`src/rtl/bes_unit_arbiter_if.sv`:
```
// Client and datapath bundle for the shared bypass/equality/slt unit arbiter.
// master is the client/unit side; slave is the arbiter side.
interface bes_unit_arbiter_if;
   logic       Req_0;
   logic       Req_1;
   logic [3:0] A_0;
   logic [3:0] B_0;
   logic [3:0] A_1;
   logic [3:0] B_1;
   logic [1:0] Sel_0;
   logic [1:0] Sel_1;
   logic       Gnt_0;
   logic       Gnt_1;
   logic [3:0] Res_0;
   logic [3:0] Res_1;
   logic       Res_Valid_0;
   logic       Res_Valid_1;
   logic       Res_Ack_0;
   logic       Res_Ack_1;
   logic [3:0] Dp_A;
   logic [3:0] Dp_B;
   logic [1:0] Dp_Sel;
   logic [3:0] Dp_Out;
   logic       Busy;

   modport master (
      output Req_0, Req_1, A_0, B_0, A_1, B_1,
      output Sel_0, Sel_1, Res_Ack_0, Res_Ack_1, Dp_Out,
      input  Gnt_0, Gnt_1, Res_0, Res_1,
      input  Res_Valid_0, Res_Valid_1,
      input  Dp_A, Dp_B, Dp_Sel, Busy
   );

   modport slave (
      input  Req_0, Req_1, A_0, B_0, A_1, B_1,
      input  Sel_0, Sel_1, Res_Ack_0, Res_Ack_1, Dp_Out,
      output Gnt_0, Gnt_1, Res_0, Res_1,
      output Res_Valid_0, Res_Valid_1,
      output Dp_A, Dp_B, Dp_Sel, Busy
   );
endinterface

```
`src/rtl/bes_unit_arbiter.sv`:
```
// Two-client round-robin sequencer for the shared bypass/eq/slt unit.
// One operation per two cycles; results held per client until acked.
module bes_unit_arbiter (
   input logic              clk,
   input logic              rst_n,
   bes_unit_arbiter_if.slave bus
);
   typedef enum logic {
      IDLE = 1'b0,
      EXEC = 1'b1
   } state_t;

   state_t     state;
   logic       owner;
   logic       rr_ptr;
   logic [3:0] op_a;
   logic [3:0] op_b;
   logic [1:0] op_sel;
   logic [3:0] res_0;
   logic [3:0] res_1;
   logic       vld_0;
   logic       vld_1;
   logic       elig_0;
   logic       elig_1;
   logic       gnt_0;
   logic       gnt_1;

   assign elig_0 = bus.Req_0 & ~vld_0;
   assign elig_1 = bus.Req_1 & ~vld_1;

   // Grant: a sole eligible client wins, rr_ptr breaks a tie; held off in reset
   always_comb begin
      gnt_0 = 1'b0;
      gnt_1 = 1'b0;
      if (rst_n && state == IDLE) begin
         if (elig_0 && elig_1) begin
            gnt_0 = ~rr_ptr;
            gnt_1 = rr_ptr;
         end else begin
            gnt_0 = elig_0;
            gnt_1 = elig_1;
         end
      end
   end

   // Sequencer: latch the winner's operands, then capture the unit's result
   always_ff @(posedge clk or negedge rst_n) begin
      if (!rst_n) begin
         state  <= IDLE;
         owner  <= 1'b0;
         rr_ptr <= 1'b0;
         op_a   <= 4'd0;
         op_b   <= 4'd0;
         op_sel <= 2'd0;
         res_0  <= 4'd0;
         res_1  <= 4'd0;
      end else begin
         case (state)
            IDLE: begin
               if (gnt_0 || gnt_1) begin
                  owner  <= gnt_1;
                  op_a   <= gnt_1 ? bus.A_1 : bus.A_0;
                  op_b   <= gnt_1 ? bus.B_1 : bus.B_0;
                  op_sel <= gnt_1 ? bus.Sel_1 : bus.Sel_0;
                  state  <= EXEC;
               end
            end
            EXEC: begin
               if (owner) begin
                  res_1 <= bus.Dp_Out;
               end else begin
                  res_0 <= bus.Dp_Out;
               end
               rr_ptr <= ~owner;
               state  <= IDLE;
            end
            default: state <= IDLE;
         endcase
      end
   end

   // Pending flags: set when the owner's result lands, cleared by its ack
   always_ff @(posedge clk or negedge rst_n) begin
      if (!rst_n) begin
         vld_0 <= 1'b0;
         vld_1 <= 1'b0;
      end else begin
         if (state == EXEC && !owner) begin
            vld_0 <= 1'b1;
         end else if (bus.Res_Ack_0 && vld_0) begin
            vld_0 <= 1'b0;
         end
         if (state == EXEC && owner) begin
            vld_1 <= 1'b1;
         end else if (bus.Res_Ack_1 && vld_1) begin
            vld_1 <= 1'b0;
         end
      end
   end

   assign bus.Gnt_0       = gnt_0;
   assign bus.Gnt_1       = gnt_1;
   assign bus.Res_0       = res_0;
   assign bus.Res_1       = res_1;
   assign bus.Res_Valid_0 = vld_0;
   assign bus.Res_Valid_1 = vld_1;
   assign bus.Busy        = (state == EXEC);
   assign bus.Dp_A        = (state == EXEC) ? op_a : 4'd0;
   assign bus.Dp_B        = (state == EXEC) ? op_b : 4'd0;
   assign bus.Dp_Sel      = (state == EXEC) ? op_sel : 2'd0;
endmodule

```
`src/flat_wrapper.sv`:
```
// flat-port wrapper written by rule: the top's interface ports become plain ports
module bes_unit_arbiter_flat 
  (clk, rst_n, bus_Req_0, bus_Req_1, bus_A_0, bus_B_0, bus_A_1, bus_B_1, bus_Sel_0, bus_Sel_1, bus_Res_Ack_0, bus_Res_Ack_1, bus_Dp_Out, bus_Gnt_0, bus_Gnt_1, bus_Res_0, bus_Res_1, bus_Res_Valid_0, bus_Res_Valid_1, bus_Dp_A, bus_Dp_B, bus_Dp_Sel, bus_Busy);
  bes_unit_arbiter_if bus_i ();
  input logic clk;
  input logic rst_n;
  input wire logic [$bits(bus_i.Req_0)-1:0] bus_Req_0;
  input wire logic [$bits(bus_i.Req_1)-1:0] bus_Req_1;
  input wire logic [$bits(bus_i.A_0)-1:0] bus_A_0;
  input wire logic [$bits(bus_i.B_0)-1:0] bus_B_0;
  input wire logic [$bits(bus_i.A_1)-1:0] bus_A_1;
  input wire logic [$bits(bus_i.B_1)-1:0] bus_B_1;
  input wire logic [$bits(bus_i.Sel_0)-1:0] bus_Sel_0;
  input wire logic [$bits(bus_i.Sel_1)-1:0] bus_Sel_1;
  input wire logic [$bits(bus_i.Res_Ack_0)-1:0] bus_Res_Ack_0;
  input wire logic [$bits(bus_i.Res_Ack_1)-1:0] bus_Res_Ack_1;
  input wire logic [$bits(bus_i.Dp_Out)-1:0] bus_Dp_Out;
  output wire logic [$bits(bus_i.Gnt_0)-1:0] bus_Gnt_0;
  output wire logic [$bits(bus_i.Gnt_1)-1:0] bus_Gnt_1;
  output wire logic [$bits(bus_i.Res_0)-1:0] bus_Res_0;
  output wire logic [$bits(bus_i.Res_1)-1:0] bus_Res_1;
  output wire logic [$bits(bus_i.Res_Valid_0)-1:0] bus_Res_Valid_0;
  output wire logic [$bits(bus_i.Res_Valid_1)-1:0] bus_Res_Valid_1;
  output wire logic [$bits(bus_i.Dp_A)-1:0] bus_Dp_A;
  output wire logic [$bits(bus_i.Dp_B)-1:0] bus_Dp_B;
  output wire logic [$bits(bus_i.Dp_Sel)-1:0] bus_Dp_Sel;
  output wire logic [$bits(bus_i.Busy)-1:0] bus_Busy;
  assign bus_i.Req_0 = bus_Req_0;
  assign bus_i.Req_1 = bus_Req_1;
  assign bus_i.A_0 = bus_A_0;
  assign bus_i.B_0 = bus_B_0;
  assign bus_i.A_1 = bus_A_1;
  assign bus_i.B_1 = bus_B_1;
  assign bus_i.Sel_0 = bus_Sel_0;
  assign bus_i.Sel_1 = bus_Sel_1;
  assign bus_i.Res_Ack_0 = bus_Res_Ack_0;
  assign bus_i.Res_Ack_1 = bus_Res_Ack_1;
  assign bus_i.Dp_Out = bus_Dp_Out;
  assign bus_Gnt_0 = bus_i.Gnt_0;
  assign bus_Gnt_1 = bus_i.Gnt_1;
  assign bus_Res_0 = bus_i.Res_0;
  assign bus_Res_1 = bus_i.Res_1;
  assign bus_Res_Valid_0 = bus_i.Res_Valid_0;
  assign bus_Res_Valid_1 = bus_i.Res_Valid_1;
  assign bus_Dp_A = bus_i.Dp_A;
  assign bus_Dp_B = bus_i.Dp_B;
  assign bus_Dp_Sel = bus_i.Dp_Sel;
  assign bus_Busy = bus_i.Busy;
  bes_unit_arbiter u_core (.clk(clk), .rst_n(rst_n), .bus(bus_i));
endmodule
```
`config.mk`:
```
export PLATFORM = sky130hd
export DESIGN_NAME = bes_unit_arbiter_flat
export DESIGN_NICKNAME = d
export VERILOG_FILES = /design/src/rtl/bes_unit_arbiter_if.sv /design/src/rtl/bes_unit_arbiter.sv /design/src/flat_wrapper.sv
export SDC_FILE = /design/constraint.sdc
export NUM_CORES = 1
export LEC_CHECK = 0
export ABC_AREA = 1
export BUFFER_PORTS_ARGS = -buffer_cell sky130_fd_sc_hd__buf_4
export CORE_UTILIZATION = 45
export CTS_CLUSTER_SIZE = 28
export DETAILED_ROUTE_END_ITERATION = 10
export PLACE_DENSITY_LB_ADDON = 0.12
export SYNTH_ARGS = -nofsm -noshare
export SYNTH_HDL_FRONTEND = slang
export SYNTH_SLANG_ARGS = --single-unit
```
`constraint.sdc`:
```
create_clock -name clk -period 2.63 [get_ports clk]
set_clock_uncertainty 0.15 [all_clocks]
set_input_delay 0.1315 -clock clk [delete_from_list [all_inputs] [get_ports clk]]
set_output_delay 0.1315 -clock clk [all_outputs]
set_load 0.02 [all_outputs]
```
## Word level (Yosys, flattened, before mapping)

Index checks and enable logic that the tools add are counted.

- Register bits: 23
- Logic and storage cells: 46
- Input port bits: 30
- Output and inout bits: 23

- Multiplexer cells: 16
- Bitwise operators: 7
- Reduce and logical (&&, ||, !) cells: 13

Operators by type and width:

| operator | number |
|---|---|
| two-way mux 4 bit | 4 |
| two-way mux 1 bit | 9 |
| logical AND 1 bit | 6 |
| AND reduction 2 bit | 3 |
| NOT 1 bit | 5 |
| two-way mux 2 bit | 2 |
| nonzero test 2 bit | 2 |
| AND 1 bit | 2 |
| case mux 1 bit (2 select lines) | 1 |
| logical NOT 1 bit | 1 |
| logical OR 1 bit | 1 |

## Logic depth before layout (Yosys ltp)

Gate-level depths: netlist (run 1).

- Depth after elaboration: 8
- Gate-level depth with buffers: 8
- Depth with buffers taken out: 7

## Worst setup path before layout (run 1)

No wires, ideal clock.

- Path kind: flip-flop to output port
- Start: register u_core.state, in the netlist u_core.bus.Busy
- End: output bus_Gnt_0
- Cell stages (with the launch flop): 5
- Data arrival time: 1.237 ns
- Slack: 1.112 ns
- Required time: 2.349 ns
- Buffers on the path: 1
- Path through: dfrtp_1 nor2_1 nand2_1 buf_4 a21oi_1

- Word-level cells in the longest chain between the ends: 3

RTL lines:

| item | RTL line | text |
|---|---|---|
| from (decl) | bes_unit_arbiter.sv:13 | `state_t state;` |
| from (signal assigned) | bes_unit_arbiter.sv:49 | `state <= IDLE;` |
| from (signal assigned) | bes_unit_arbiter.sv:65 | `state <= EXEC;` |
| from (signal assigned) | bes_unit_arbiter.sv:75 | `state <= IDLE;` |
| NOT 1 bit (no line) | - |  |
| logical AND 1 bit | bes_unit_arbiter.sv:35 | `if (rst_n && state == IDLE) begin` |
| two-way mux 1 bit | bes_unit_arbiter.sv:35 |  |
| to (decl) | flat_wrapper.sv:18 | `output wire logic [$bits(bus_i.Gnt_0)-1:0] bus_Gnt_0;` |

No other way between the ends.

## Final worst setup path (run 1)

- Start: input rst_n
- End: register u_core.op_a[0]

- Word-level cells in the longest chain between the ends: 4
- Elaborated cells on any way between the ends: 6
- Classes of those cells: mux (3); reduce/logical (3)

RTL lines:

| item | RTL line | text |
|---|---|---|
| from (decl) | flat_wrapper.sv:6 | `input logic rst_n;` |
| logical AND 1 bit (*) | bes_unit_arbiter.sv:35 |  |
| two-way mux 1 bit | bes_unit_arbiter.sv:35 |  |
| logical OR 1 bit | bes_unit_arbiter.sv:60 | `if (gnt_0 \|\| gnt_1) begin` |
| AND reduction 2 bit (no line) | - |  |
| to (signal assigned) | bes_unit_arbiter.sv:62 | `op_a <= gnt_1 ? bus.A_1 : bus.A_0;` |
| to (decl) | bes_unit_arbiter.sv:16 | `logic [3:0] op_a;` |

Every way passes the cells marked *; elsewhere a longest branch is shown, timed or not.
A chain may end at the register's enable or synchronous reset.

==> flow_metrics.tcl, run 1 <==
set metrics [dict create \
    outcome "finished, final reports clean" \
    cts_sinks 23 \
    synth_area_um2 1150 \
    dieArea_um2 2760 \
    crit_family "buffers and inverters" \
    initial_utilization_pct 49.5 \
    rows 17 \
    post_cts_buffers 0 \
    ios 53 \
    syn-num-nets 187 \
    crit_required_ns 2.69 \
    layout_commonest_cell "buf_4" \
    setup_tns_ns 0 \
    synth.distinct_cells 10 \
    synth.area.mux_share_pct 0 \
    worstSetupPathType "primary input to register" \
    sw_frac_of_total_pct 42.1 \
    n_antenna_cell 0 \
    slowest_delay_ns 0.56 \
    synth_xor_area_share_pct 0 \
    synthCells 157 \
    pwr_density_cell_nw_per_um2 941 \
    synth_top_family_by_area "simple AND/OR/NAND/NOR gates" \
    fin_crit_sh_pct 90.9 \
    synth.avg_cell_area_um2 7.32 \
    ys_ff_latch 23 \
    fmax_mhz 418 \
    cp_slowest_cell "dlygate4sd3_1" \
    wl_per_cell_um 12.9 \
    synth_compound_area_share_pct 5.66 \
    cp-end-kind "register" \
    clockBufferDepth 2 \
    clkPwrFrac_pct 9.6 \
    setup_viol 0 \
    seq_area_frac_synth_pct 50.1 \
    power_frac_seq_pct 36.6 \
    fin_nets 265 \
    grt_pass1_vias 1270 \
    combPwrFrac_pct 53.8 \
    switchingPower_mw 0.731 \
    core_area_um2 2320 \
    hold_viol 0 \
    via_count 1304 \
    numPortBuffers 52 \
    cp_num_buf_inv 4 \
    power.leakage_nw 1.09 \
    slew_violations 0 \
    first_pass_iters 4 \
    grt-ovfl-total 0 \
    hold_class "primary input to async pin" \
    p_int_mw 1.01 \
    crit_chain "dlygate4sd3_1, buf_4, nand2_1, nor2_1, buf_4, nand2_1, nand3_1, nand2_1, dlygate4sd3_1" \
    yosys.area_share.adder_pct 0 \
    viasPerCell 4.98 \
    rsz0062_at_grt "no" \
    globalplace.congestion 0.685 \
    tightest_slew_ns 0.503 \
    final_cell_mix "buf_4 (53), nand2_1 (43), inv_1 (33)" \
    slew_headroom_pct 66.3 \
    crit_start "rst_n" \
    finalCriticalPeriod_ns 2.39 \
    max_cap_viol_count 0 \
    worstSetupStartpointType "primary input" \
    yosysWarnings 0 \
    finalWirelength_um 3390 \
    tritoncts "yes" \
    fin_util_pct 79.6 \
    track_usage_pct 28.0 \
    grt_pass1_wl_um 5440 \
    drive_gt1_share_pct 25.6 \
    antenna_found_initial 0 \
    h-tree-depth 1 \
    peakVddDrop_v 0.000702 \
    drtAntennaViolNets 0 \
    die_h_um 52.5 \
    drt_iter0_markers 39 \
    clk_pin_slew_worst_paths_ns 0.13 \
    crit_path_frequent_cell "nand2_1" \
    hpwlAfterDp_um 2010 \
    cts-root-buf "clkbuf_4" \
    die_w_um 52.5 \
    clk_latency_ns 0.32 \
    grt_max_degree 26 \
    area_growth_pct 60.7 \
    r2r-start "u_core.bus.Busy" \
    cp_max_fo 25 \
    numCtsBuffers 3 \
    synth_simple_gate_area_share_pct 29.8 \
    drcViolationCount 0 \
    arrival_ns 2.45 \
]
power by group through the flow:
| stage | registers, mW | clock network [mW] | logic, mW |
|---|---|---|---|
| floorplan | 0.705 | 0 | 0.396 |
| global placement | 0.629 | 0 | 0.753 |
| detailed placement | 0.639 | 0 | 0.767 |
| CTS | 0.633 | 0.170 | 0.903 |
| global route | 0.655 | 0.181 | 1.02 |
| finish | 0.635 | 0.167 | 0.935 |
cells in the mapped netlist:
cell | instances | share of area [%]
nand2_1 | 46 | 15
inv_1 | 33 | 11
nand3_1 | 31 | 14
dfrtp_1 | 23 | 50
o21ai_0 | 12 | 5.2
nor2_1 | 4 | 1.3
buf_2 | 3 | 1.3
buf_4 | 3 | 2.0
a21oi_1 | 1 | 0.44
clkbuf_1 | 1 | 0.33
area by class of cell:
cell class              count  area [µm²]
repair buffers             80         668
flip-flops and latches     23         576
fillers                   158         473
multi-input cells          94         415
inverters                  33         124
well taps                  28        35.0
clock buffers               3        22.5
clock inverters             1        5.00
routing by layer:
layer / up-vias / GRT usage, % / wire length [µm]
li1: 632 / - / -
met1: 617 / 33.3 / 1360
met2: 46 / 49.6 / 1770
met3: 9 / 2.90 / 173
met4: 0 / 13.6 / 80
met5: - / 0 / 0
worst reg2reg max path: cells and delay by family, from the launching register on:
family / cells / cell delay, ns
and+or+nand+nor: 5 / 0.68
DFF: 1 / 0.58
buffers and inverters: 3 / 0.86
state kept, by name (all words and copies together), names as in the netlist:
| name | flops |
|---|---|
| u_core.bus.Res_0 | 4 |
| u_core.bus.Res_1 | 4 |
| u_core.op_a | 4 |
| u_core.op_b | 4 |
| u_core.op_sel | 2 |
| u_core.bus.Busy | 1 |
| u_core.bus.Res_Valid_0 | 1 |
| u_core.bus.Res_Valid_1 | 1 |
| u_core.owner | 1 |
| u_core.rr_ptr | 1 |
per-stage QoR:
stage / setup slack [ns] / hold slack, ns / area [µm²] / total power [mW] / instances
finish: 0.239 / 0.0841 / 1850 / 1.74 / 262
global route: 0.0738 / 0.107 / 1850 / 1.86 / 262
CTS: 0.167 / 0.0842 / 1840 / 1.71 / 262
detailed placement: 0.736 / -0.104 / 1540 / 1.41 / 231
global placement: 0.779 / -0.107 / 1540 / 1.38 / 231
floorplan: 1.11 / -0.314 / 1150 / 1.10 / 157
final timing paths:
check                                       to  slack (ns)  cells after the start
max                             u_core.op_a[0]        0.24                      9
min in group clk               u_core.bus.Busy        0.35                      5
max in group asynchronous  u_core.bus.Res_0[0]        2.01                      2
min                        u_core.bus.Res_1[0]        0.08                      2
max reg2reg                     u_core.op_a[0]        0.24                      8
min reg2reg                u_core.bus.Res_0[1]        0.36                      2
timing repair:
action	CTS	global route
setup endpoints to repair	0	10
hold endpoints to repair	43	0
gates resized for setup	0	3
hold buffers	27	0
cells by family (layout without fill, tap and decap cells):
logic type,Yosys count,count (layout)
and+or+nand+nor,81,81
buffers and inverters,40,117
DFF,23,23
AOI/OAI and AO/OA,13,13
(Power assumes the default switching activity.)
==> run 2: changes to the inputs <==
--- a/config.mk
+++ b/config.mk
@@ -7,6 +7,7 @@
 export LEC_CHECK = 0
 export ABC_AREA = 1
 export BUFFER_PORTS_ARGS = -buffer_cell sky130_fd_sc_hd__buf_4
+export CORE_ASPECT_RATIO = 1.5
 export CORE_UTILIZATION = 45
 export CTS_CLUSTER_SIZE = 28
 export DETAILED_ROUTE_END_ITERATION = 10
==> run 2 against run 1 <==
Global-route usage is 2.7 points lower; first-iteration DRC count is 2.6% higher; sequential power is 0.6% higher; highest routed layer unchanged.
==> flow_metrics.tcl, run 2 (synthesized netlist as in run 1, its figures left out) <==
set metrics [dict create \
    ios 53 \
    numPortBuffers 52 \
    rows 22 \
    setup_viol 0 \
    slowest_delay_ns 0.55 \
    wl_per_cell_um 12.2 \
    first_pass_iters 5 \
    layout.area.seq_um2 577 \
    drive_gt1_share_pct 24.9 \
    track_usage_pct 25.3 \
    r2r-start "u_core.bus.Res_Valid_0" \
    grt-ovfl-total 0 \
    worstHoldStart "bus_Sel_1[0]" \
    pwr_density_cell_nw_per_um2 932 \
    hold_depth 5 \
    numCtsBuffers 3 \
    core_area_um2 2420 \
    drcViolationCount 0 \
    clk_latency_ns 0.31 \
    finalWirelength_um 3150 \
    dieArea_um2 2760 \
    cp_max_fo 25 \
    globalplace.congestion 0.767 \
    crit_required_ns 2.74 \
    worstSetupPathType "primary input to register" \
    fin_util_pct 75.4 \
    rr_worst_depth 6 \
    cts-root-buf "clkbuf_4" \
    power.leakage_nw 1.08 \
    clk_pin_slew_worst_paths_ns 0.12 \
    r2r_end "u_core.op_a[0]" \
    dp_cells 227 \
    initial_utilization_pct 47.4 \
    nFillCells 192 \
    final_cells 257 \
    cp-end-kind "register" \
    setup_tns_ns 0 \
    area_growth_pct 58.9 \
    drtAntennaViolNets 0 \
    hold_viol 0 \
    grt_max_degree 26 \
    drt_iter0_markers 40 \
    max_cap_viol_count 0 \
    tritoncts "yes" \
    layout_commonest_cell "buf_4" \
    die_h_um 63.9 \
    holdWs_ns 0.00394 \
    fmax_mhz 414 \
    fin_crit_sh_pct 91.9 \
    cp_slowest_cell "dlygate4sd3_1" \
    finalPower_mw 1.70 \
    slew_headroom_pct 65.8 \
    multiInputGateArea_um2 410 \
    fin_nets 264 \
    grt_pass1_vias 1285 \
    grt_pass1_wl_um 5450 \
    peakVddDrop_v 0.000642 \
    hpwlAfterDp_um 2030 \
    worstSetupStartpointType "primary input" \
    arrival_ns 2.52 \
    worstHoldEndpoint "u_core.op_sel[0]" \
    slew_violations 0 \
    n_antenna_cell 0 \
    clockBufferDepth 2 \
    rsz0062_at_grt "no" \
    crit_chain "dlygate4sd3_1, buf_4, inv_1, nor2_1, nand2_1, nand2_2, nand3_1, nand2_1, dlygate4sd3_1" \
    cts_sinks 23 \
    viasPerCell 5.04 \
    h-tree-depth 1 \
    final_cell_mix "buf_4 (53), nand2_1 (45), inv_1 (33)" \
    die_w_um 43.3 \
    outcome "finished, final reports clean" \
    tightest_slew_ns 0.511 \
    antenna_found_initial 0 \
    via_count 1296 \
    hold_class "primary input to register" \
    finalCriticalPeriod_ns 2.42 \
    r2r_slack_ns 0.28 \
]
[run 2: cell count changes in the layout (fill, tap and decap cells not counted)]
cell / delta
nand2_2: -2
clkinv_2: -1
dlygate4sd3_1: -1
nand2_1: +2
dfrtp_1: -1
dfrtp_2: +1
clkbuf_1: +1
[run 2: final cells by class]
| cell class | count | area share, % |
|---|---|---|
| flip-flops and latches | 23 | 31.6 |
| well taps | 24 | 1.64 |
| clock buffers | 4 | 1.44 |
| multi-input cells | 94 | 22.5 |
| repair buffers | 79 | 36.1 |
| inverters | 33 | 6.79 |
[run 2: power by group]
group / switching (mW) / leakage [nW] / internal [mW]
registers: 0.117 / 0.280 / 0.523
logic: 0.482 / 0.788 / 0.416
clock network: 0.105 / 0.0150 / 0.0593
[run 2: metal layers]
| metal | GRT usage [%] | vias up | share of wire (%) |
|---|---|---|---|
| met5 | 0 | - | 0 |
| met1 | 31.0 | 611 | 40 |
| met3 | 1.69 | 5 | 4.4 |
| met4 | 9.47 | 0 | 1.4 |
| met2 | 45.1 | 46 | 55 |
| li1 | - | 634 | - |
[run 2: how the worst max path moves through the flow]
stage                                from             end  depth (start not counted)
after detailed placement  u_core.bus.Busy  u_core.op_a[0]                          5
after floorplan           u_core.bus.Busy       bus_Gnt_0                          4
after global placement    u_core.bus.Busy  u_core.op_b[3]                          5
after CTS                           rst_n  u_core.op_a[0]                          9
final                               rst_n  u_core.op_a[0]                          9
after global routing                rst_n  u_core.op_a[1]                          9
[run 2: through the flow]
step	setup WS, ns	area (µm²)
after floorplan	1.11	1150
after global placement	0.764	1540
after detailed placement	0.680	1540
after CTS	0.118	1820
after global routing	0.00765	1830
final	0.213	1830
[run 2: worst max-delay path, delay by kind of cell]
kind,cells,cell delay [ns]
buffers and inverters,4,1.46
AND/OR/NAND/NOR,5,0.92
[run 2: timing repair]
item | 4_1_cts | 5_1_grt
setup buffers | 0 | 0
resized for setup | 0 | 2
hold buffers | 26 | 0
endpoints found under the hold margin | 43 | 0
endpoints found under the setup margin | 0 | 9
==> run 3: changes to the inputs <==
--- a/config.mk
+++ b/config.mk
@@ -7,10 +7,11 @@
 export LEC_CHECK = 0
 export ABC_AREA = 1
 export BUFFER_PORTS_ARGS = -buffer_cell sky130_fd_sc_hd__buf_4
-export CORE_ASPECT_RATIO = 1.5
-export CORE_UTILIZATION = 45
+export CORE_ASPECT_RATIO = 1.25
+export CORE_UTILIZATION = 49
 export CTS_CLUSTER_SIZE = 28
 export DETAILED_ROUTE_END_ITERATION = 10
+export HOLD_SLACK_MARGIN = 0.03
 export PLACE_DENSITY_LB_ADDON = 0.12
 export SYNTH_ARGS = -nofsm -noshare
 export SYNTH_HDL_FRONTEND = slang
==> run 3 against run 2 <==
Setup slack improved by 0.016 ns; hold slack improved by 0.11 ns; critical path type is now primary input to output port; combinational power is 11% lower; critical path depth down 2; highest routed layer unchanged.
==> flow_metrics.tcl, run 3 (synthesized netlist as in run 1, its figures left out) <==
set metrics [dict create \
    area_growth_pct 59.8 \
    crit_family "buffers and inverters" \
    drive_gt1_share_pct 24.0 \
    grt-ovfl-total 0 \
    first_pass_iters 4 \
    fin_nets 264 \
    cp-end-kind "output port" \
    rsz0062_at_grt "no" \
    rows 19 \
    outcome "finished, final reports clean" \
    viasPerCell 4.93 \
    wl_per_cell_um 12.7 \
    setup_ws_ns 0.229 \
    arrival_ns 2.12 \
    cp_max_fo 25 \
    grt_pass1_wl_um 5450 \
    r2r-start "u_core.bus.Busy" \
    worstSetupPathType "primary input to output port" \
    holdWs_ns 0.113 \
    drcViolationCount 0 \
    grt_pass1_vias 1383 \
    hold_viol 0 \
    final_cell_mix "buf_4 (52), nand2_1 (46), inv_1 (33)" \
    tritoncts "yes" \
    h-tree-depth 1 \
    initial_utilization_pct 52.0 \
    track_usage_pct 29.4 \
    slew_headroom_pct 64.5 \
    tightest_slew_ns 0.533 \
    post_cts_buffers 0 \
    antenna_found_initial 0 \
    die_w_um 45.3 \
    n_antenna_cell 0 \
    max_cap_viol_count 0 \
    crit_start "rst_n" \
    crit_required_ns 2.35 \
    cp_slowest_cell "dlygate4sd3_1" \
    crit_chain "dlygate4sd3_1, buf_4, nand2_1, nor2_2, nand2_1, inv_1, buf_4" \
    finalPower_mw 1.60 \
    clk_latency_ns 0.31 \
    clockBufferDepth 2 \
    hold_class "primary input to async pin" \
    via_count 1301 \
    dieArea_um2 2540 \
    slew_violations 0 \
    numPortBuffers 52 \
    pwr_density_cell_nw_per_um2 872 \
    cts-root-buf "clkbuf_4" \
    globalplace.congestion 0.730 \
    power.leakage_nw 1.08 \
    hpwlAfterDp_um 2030 \
    fin_crit_sh_pct 91.3 \
    slowest_delay_ns 0.53 \
    cp_num_buf_inv 4 \
    ios 53 \
    clk_pin_slew_worst_paths_ns 0.13 \
    setup_viol 0 \
    die_h_um 56.1 \
    core_area_um2 2210 \
    fmax_mhz 417 \
    layout_commonest_cell "buf_4" \
    finalWirelength_um 3340 \
    setup_tns_ns 0 \
    finalCriticalPeriod_ns 2.40 \
    worstSetupStartpointType "primary input" \
    grt_max_degree 26 \
    peakVddDrop_v 0.000690 \
    pre_cts_ws_ns 0.370 \
    numCtsBuffers 3 \
    drtAntennaViolNets 0 \
    drt_iter0_markers 33 \
    cts_sinks 23 \
]
==> run 3: cell types whose count changed in the layout (fill, tap and decap cells not counted) <==
cell	delta
dfrtp_2	-1
nor2_1	-1
dlygate4sd3_1	+1
dfrtp_1	+1
nand2_1	+1
nand2_2	-1
nor2_2	+1
buf_4	-1
==> run 3: final timing paths <==
kind	depth (start not counted)	to	slack [ns]
max	7	bus_Gnt_1	0.23
min	2	u_core.bus.Res_0[3]	0.11
max reg2reg	5	u_core.op_b[1]	0.57
min reg2reg	2	u_core.bus.Res_1[1]	0.35
max in group asynchronous	2	u_core.op_sel[1]	1.97
min in group clk	7	u_core.op_b[0]	0.18
==> run 3: per-stage QoR <==
step	instances	util, %	instance area [µm²]
2_1_floorplan	157	-	1150
3_3_place_gp	233	69.5	1540
3_5_place_dp	233	69.5	1540
4_1_cts	264	82.9	1830
5_1_grt	264	83.0	1840
6_report	264	83.0	1840
==> run 3: final cells by class <==
| class | count | area, µm² |
|---|---|---|
| Sequential cell | 23 | 576 |
| Tap cell | 31 | 38.8 |
| Fill cell | 147 | 375 |
| Clock buffer | 4 | 26.3 |
| Multi-Input combinational cell | 94 | 410 |
| Inverter | 33 | 124 |
| Timing Repair Buffer | 79 | 661 |
==> run 3: timing repair <==
item / CTS / global route
gates resized for setup: 0 / 1
hold buffers: 27 / 0
endpoints found under the setup margin: 0 / 1
endpoints found under the hold margin: 43 / 0
==> run 3: where the power goes <==
part	total (mW)	leakage, nW	switching, mW	internal [mW]
sequential	0.638	0.281	0.116	0.522
clock	0.163	0.0150	0.104	0.0591
combinational	0.801	0.784	0.468	0.333
total	1.60	1.08	0.688	0.914
==> run 3: metal layers <==
layer	share of wire [%]	global-route usage (%)	up-vias
li1	-	-	628
met1	37	28.0	617
met2	57	56.5	48
met3	3.6	4.87	8
met4	2.3	13.4	0
met5	0	0	-
